===== src/rtl/rect_copy_controller_pkg.sv =====
// Shared constants and type definitions for the per-frame rectangle-table copy engine.
// Debug and trace code can decode the FSM state through rc_state_e.
package rect_copy_controller_pkg;

    localparam int RECT_COUNT = 64;
    localparam int RECT_WORDS = 6;
    localparam int DATA_WIDTH = 16;
    localparam int ADDR_WIDTH = 13;
    localparam int RECT_BASE  = 'h1000;

    // Word offsets within one rectangle record
    typedef enum logic [2:0] {
        RECT_X,
        RECT_Y,
        RECT_W,
        RECT_H,
        RECT_COLOR,
        RECT_FLAGS
    } rect_word_e;

    typedef enum logic [1:0] {
        IDLE,
        READ,
        DRAIN,
        DONE
    } rc_state_e;

endpackage


===== src/rtl/rect_copy_controller.sv =====
// Copies RECT_COUNT*RECT_WORDS words from CPU data memory into the GPU rect buffer once per frame.
// A read issued in one cycle becomes a GPU write in the next, using mem_dout directly as write data.
module rect_copy_controller #(
    parameter int RECT_COUNT = rect_copy_controller_pkg::RECT_COUNT,
    parameter int RECT_WORDS = rect_copy_controller_pkg::RECT_WORDS,
    parameter int DATA_WIDTH = rect_copy_controller_pkg::DATA_WIDTH,
    parameter int ADDR_WIDTH = rect_copy_controller_pkg::ADDR_WIDTH,
    parameter int RECT_BASE  = rect_copy_controller_pkg::RECT_BASE,
    parameter int GPU_AW     = $clog2(RECT_COUNT * RECT_WORDS)
) (
    input  logic                  clk,
    input  logic                  reset,
    input  logic                  copy_start,
    input  logic                  copy,
    output logic                  mem_re,
    output logic [ADDR_WIDTH-1:0] mem_addr,
    input  logic [DATA_WIDTH-1:0] mem_dout,
    output logic                  gpu_we,
    output logic [GPU_AW-1:0]     gpu_addr,
    output logic [DATA_WIDTH-1:0] gpu_din,
    output logic                  busy,
    output logic                  done
);
    import rect_copy_controller_pkg::*;

    localparam int TOTAL = RECT_COUNT * RECT_WORDS;
    localparam int IW    = GPU_AW + 1;
    localparam logic [IW-1:0]         LAST_IDX = IW'(TOTAL - 1);
    localparam logic [ADDR_WIDTH-1:0] BASE_A   = ADDR_WIDTH'(RECT_BASE);

    rc_state_e         state_q, state_d;
    logic [IW-1:0]     rd_idx_q, rd_idx_d;
    logic              wr_valid_q, wr_valid_d;
    logic [GPU_AW-1:0] wr_idx_q, wr_idx_d;

    always_ff @(posedge clk or negedge reset) begin
        if (!reset) begin
            state_q    <= IDLE;
            rd_idx_q   <= '0;
            wr_valid_q <= 1'b0;
            wr_idx_q   <= '0;
        end else begin
            state_q    <= state_d;
            rd_idx_q   <= rd_idx_d;
            wr_valid_q <= wr_valid_d;
            wr_idx_q   <= wr_idx_d;
        end
    end

    // Dropping copy in any busy state abandons the frame: back to IDLE, no done pulse,
    // and the read still in flight never turns into a write.
    always_comb begin
        state_d    = state_q;
        rd_idx_d   = rd_idx_q;
        wr_valid_d = 1'b0;
        wr_idx_d   = rd_idx_q[GPU_AW-1:0];
        mem_re     = 1'b0;
        mem_addr   = '0;
        done       = 1'b0;
        case (state_q)
            IDLE: begin
                if (copy_start && copy) begin
                    state_d  = READ;
                    rd_idx_d = '0;
                end
            end
            READ: begin
                mem_re     = 1'b1;
                mem_addr   = BASE_A + ADDR_WIDTH'(rd_idx_q);
                wr_valid_d = copy;
                rd_idx_d   = rd_idx_q + 1'b1;
                if (!copy) begin
                    state_d = IDLE;
                end else if (rd_idx_q == LAST_IDX) begin
                    state_d = DRAIN;
                end
            end
            DRAIN: begin
                state_d = copy ? DONE : IDLE;
            end
            DONE: begin
                done    = copy;
                state_d = IDLE;
            end
            default: begin
                state_d = IDLE;
            end
        endcase
    end

    // Gating with copy keeps the GPU buffer untouched once the copy window has closed.
    assign gpu_we   = wr_valid_q && copy;
    assign gpu_addr = gpu_we ? wr_idx_q : '0;
    assign gpu_din  = gpu_we ? mem_dout : '0;
    assign busy     = (state_q != IDLE);

endmodule


===== config.mk =====
export PLATFORM = sky130hd
export DESIGN_NAME = rect_copy_controller
export DESIGN_NICKNAME = d
export VERILOG_FILES = /design/src/rtl/rect_copy_controller_pkg.sv /design/src/rtl/rect_copy_controller.sv
export SDC_FILE = /design/constraint.sdc
export NUM_CORES = 1
export LEC_CHECK = 0
export ABC_AREA = 1
export ABC_CLOCK_PERIOD_IN_PS = 1250
export BUFFER_PORTS_ARGS = -buffer_cell sky130_fd_sc_hd__buf_2
export CAP_MARGIN = 10
export CORE_MARGIN = 2
export CORE_UTILIZATION = 30
export DETAILED_ROUTE_END_ITERATION = 16
export SYNTH_ARGS = -nofsm -noshare
export SYNTH_HDL_FRONTEND = slang
export SYNTH_SLANG_ARGS = --single-unit

===== constraint.sdc =====
create_clock -name clk -period 1.25 [get_ports clk]
set_clock_uncertainty 0.05 [all_clocks]
set_input_delay 0.125 -clock clk [delete_from_list [all_inputs] [get_ports clk]]
set_output_delay 0.125 -clock clk [all_outputs]
set_load 0.01 [all_outputs]

==> impl_metrics.yaml <==
run_status:
  status: "finished, violations left"
  violations: "negative setup slack"
yosys:
  ys.flop_type: "dfrtp_1"
  syn_area_per_cell_um2: 6.950
  syn-cell-area_um2: 1265
  synth.area.top_cells: "dfrtp_1 44%, inv_1 13%, nor2_1 13%"
  ys_warn_count: 0
  async_reset_ff_share_pct: 100.0
  yosysTopAreaCell: "dfrtp_1"
  yosys.cell_types.count: 25
  ys_ff_latch: 22
  syn_inst: 182
  synth_top_area_share_pct: 43.52
  synth_edf_count: 0
  synth.yosys.seq_area_share_pct: 43.52
drt:
  dr.pass1.iters: 5
  dr.first_iter.drc_count: 13
  route.detailed.drc: 0
  vias: 1329
  via_per_inst: 4.301
  ant_nets: 0
  postRouteWirelength_um: 3760
  drt-wirelength-per-cell_um: 12.17
timing:
  setup_slack_ps: -133.4
  slew_violations: 0
  fin_crit_ps: 1383
  fin_crit_sh_pct: 110.7
  worst_slew_pin_slew_ps: 500.4
  rsz0062_at_grt: "yes"
  fmax_ghz: 0.7229
  fin_setup_tns_ps: -3626
  hold_violations: 0
  setup_viol: 44
  relSlewSlack_pct: 66.64
critical_path:
  r2r_setup_slack_ps: -100
  cp-start-kind: "flip-flop"
  path_max_fanout: 13
  crit_type: "reg2out"
  worstSetupEndpointType: "primary output"
  cp.required_ps: 1080
  worstPathArrival_ps: 1210
floorplanning:
  start_util_pct: 31.40
  fp.dieW_um: 68.94
  core_um2: 4029
  pin_count: 62
  die-height_um: 68.94
  die_area_um2: 4752
  num_rows: 23
run:
  maxCapViolCount: 0
cts:
  clk_path_buf_depth: 2
  cts_root_buf: "clkbuf_8"
  cts.sinks: 22
  htreeDepth: 1
  cts_tree: "built"
  worstSkewPairLatency_ps: 270
  numCtsBuffers: 3
  path_clk_slew_ps: 70
finish:
  final_nets: 281
  layout-drive-gt1-share_pct: 50.19
  final_common_cell: "inv_1"
  synthToLayoutAreaGrowth_pct: 77.35
  mostFrequentLayoutCells: "43 x inv_1, 36 x buf_2, 28 x nand2_1"
  nFillCells: 338
  antennaDiodeCount: 0
grt:
  grt_usage_pct: 13.42
  antenna_found_initial: 0
  grt_pass1_wl_um: 4733
  grt_pass1_vias: 1147
  grt-ovfl-total: 0
  grt_max_degree: 23
worst_hold_path:
  hold_path.class: "in2reg"
power_and_ir_drop:
  p_total_mw: 2.401
  cellLeakagePower_nw: 1.167
  power_density_nw_per_um2: 1070
  ir_worst_vdd_uv: 513.4
place:
  dp_hpwl_um: 2211
  place_congestion: 0.8417
  port_buffers: 59
==> final timing paths <==
path / start / end / depth (start not counted)
setup / recovery: state_q[1] / mem_addr[7] / 4
hold / removal: copy_start / state_q[0] / 3
setup reg to reg: state_q[1] / rd_idx_q[4] / 6
min in group asynchronous: reset / wr_idx_q[5] / 2
hold reg to reg: rd_idx_q[7] / wr_idx_q[7] / 0
max in group asynchronous: reset / state_q[0] / 2
==> per-stage QoR <==
stage               utilization, %  hold WS (ps)  instances  area, um^2  setup slack (ps)
floorplan                        -        -220.6        183        1269             34.89
global placement             40.71         68.28        292        1640             25.93
global route                 55.68         113.3        309        2243            -183.0
CTS                          45.06         104.0        304        1815            -118.9
detailed placement           40.71         67.15        292        1640             11.36
finish                       55.68         100.8        309        2243            -133.4
==> cells in the mapped netlist, types with 2 or more instances <==
| cell type | number |
|---|---|
| buf_2 | 2 |
| buf_4 | 3 |
| dfrtp_1 | 22 |
| inv_1 | 45 |
| inv_2 | 2 |
| nand2_1 | 29 |
| nand2_4 | 2 |
| nand3_1 | 11 |
| nand4_1 | 2 |
| nor2_1 | 44 |
| nor2_4 | 2 |
| nor3_1 | 2 |
| o21ai_0 | 4 |
==> layer usage <==
metal / wire length, um / vias up / part of all wire, % / track usage [%]
met5: 0 / - / 0 / 0
met4: 49 / 0 / 1.3 / 6.618
met3: 354 / 5 / 9.4 / 2.922
met2: 1817 / 63 / 48 / 22.96
met1: 1538 / 583 / 41 / 15.82
li1: - / 678 / - / -
==> where the power goes <==
group	internal [mW]	total, mW	switching, mW
sequential	0.841	0.974	0.132
combinational	0.409	0.916	0.507
clock	0.281	0.511	0.230
total	1.53	2.40	0.869
==> sequential cells by signal, indices dropped and copies added (netlist names) <==
name / cells
wr_idx_q: 9
state_q: 2
wr_valid_q: 1
rd_idx_q: 10
==> worst max-delay path, cell delays in order (launching register included) <==
cell and delay, ps:
dfrtp_1 430, inv_2 130, nand2_8 110, nor2_4 140
buf_2 140
==> area by class of cell <==
| class | count | area [um^2] | area share [%] |
|---|---|---|---|
| flip-flops and latches | 22 | 551.8 | 24.60 |
| well taps | 50 | 62.56 | 2.789 |
| clock buffers | 4 | 55.05 | 2.454 |
| multi-input cells | 108 | 739.5 | 32.96 |
| inverters | 47 | 178.9 | 7.975 |
| repair buffers | 78 | 655.6 | 29.22 |
==> kinds of logic after synthesis <==
group	after synthesis	synth area share, %
AO/OA/AOI/OAI	8	3.462
XOR/XNOR	1	0.6925
AND/OR/NAND/NOR	96	33.63
other	1	0.2965
flip-flops	22	43.52
adder cells (fa/ha/maj)	1	0.9890
buffers and inverters	53	17.41
==> repair_timing <==
action                                 4_1_cts  5_1_grt
cloned                                       1        2
endpoints found under the hold margin       22        0
buffers inserted                             6        3
pin swaps                                    5        4
hold buffers                                 1        0
setup endpoints to repair                   42       48
resized for setup                           12       83
Note: power is estimated with default switching activity, not from simulation.
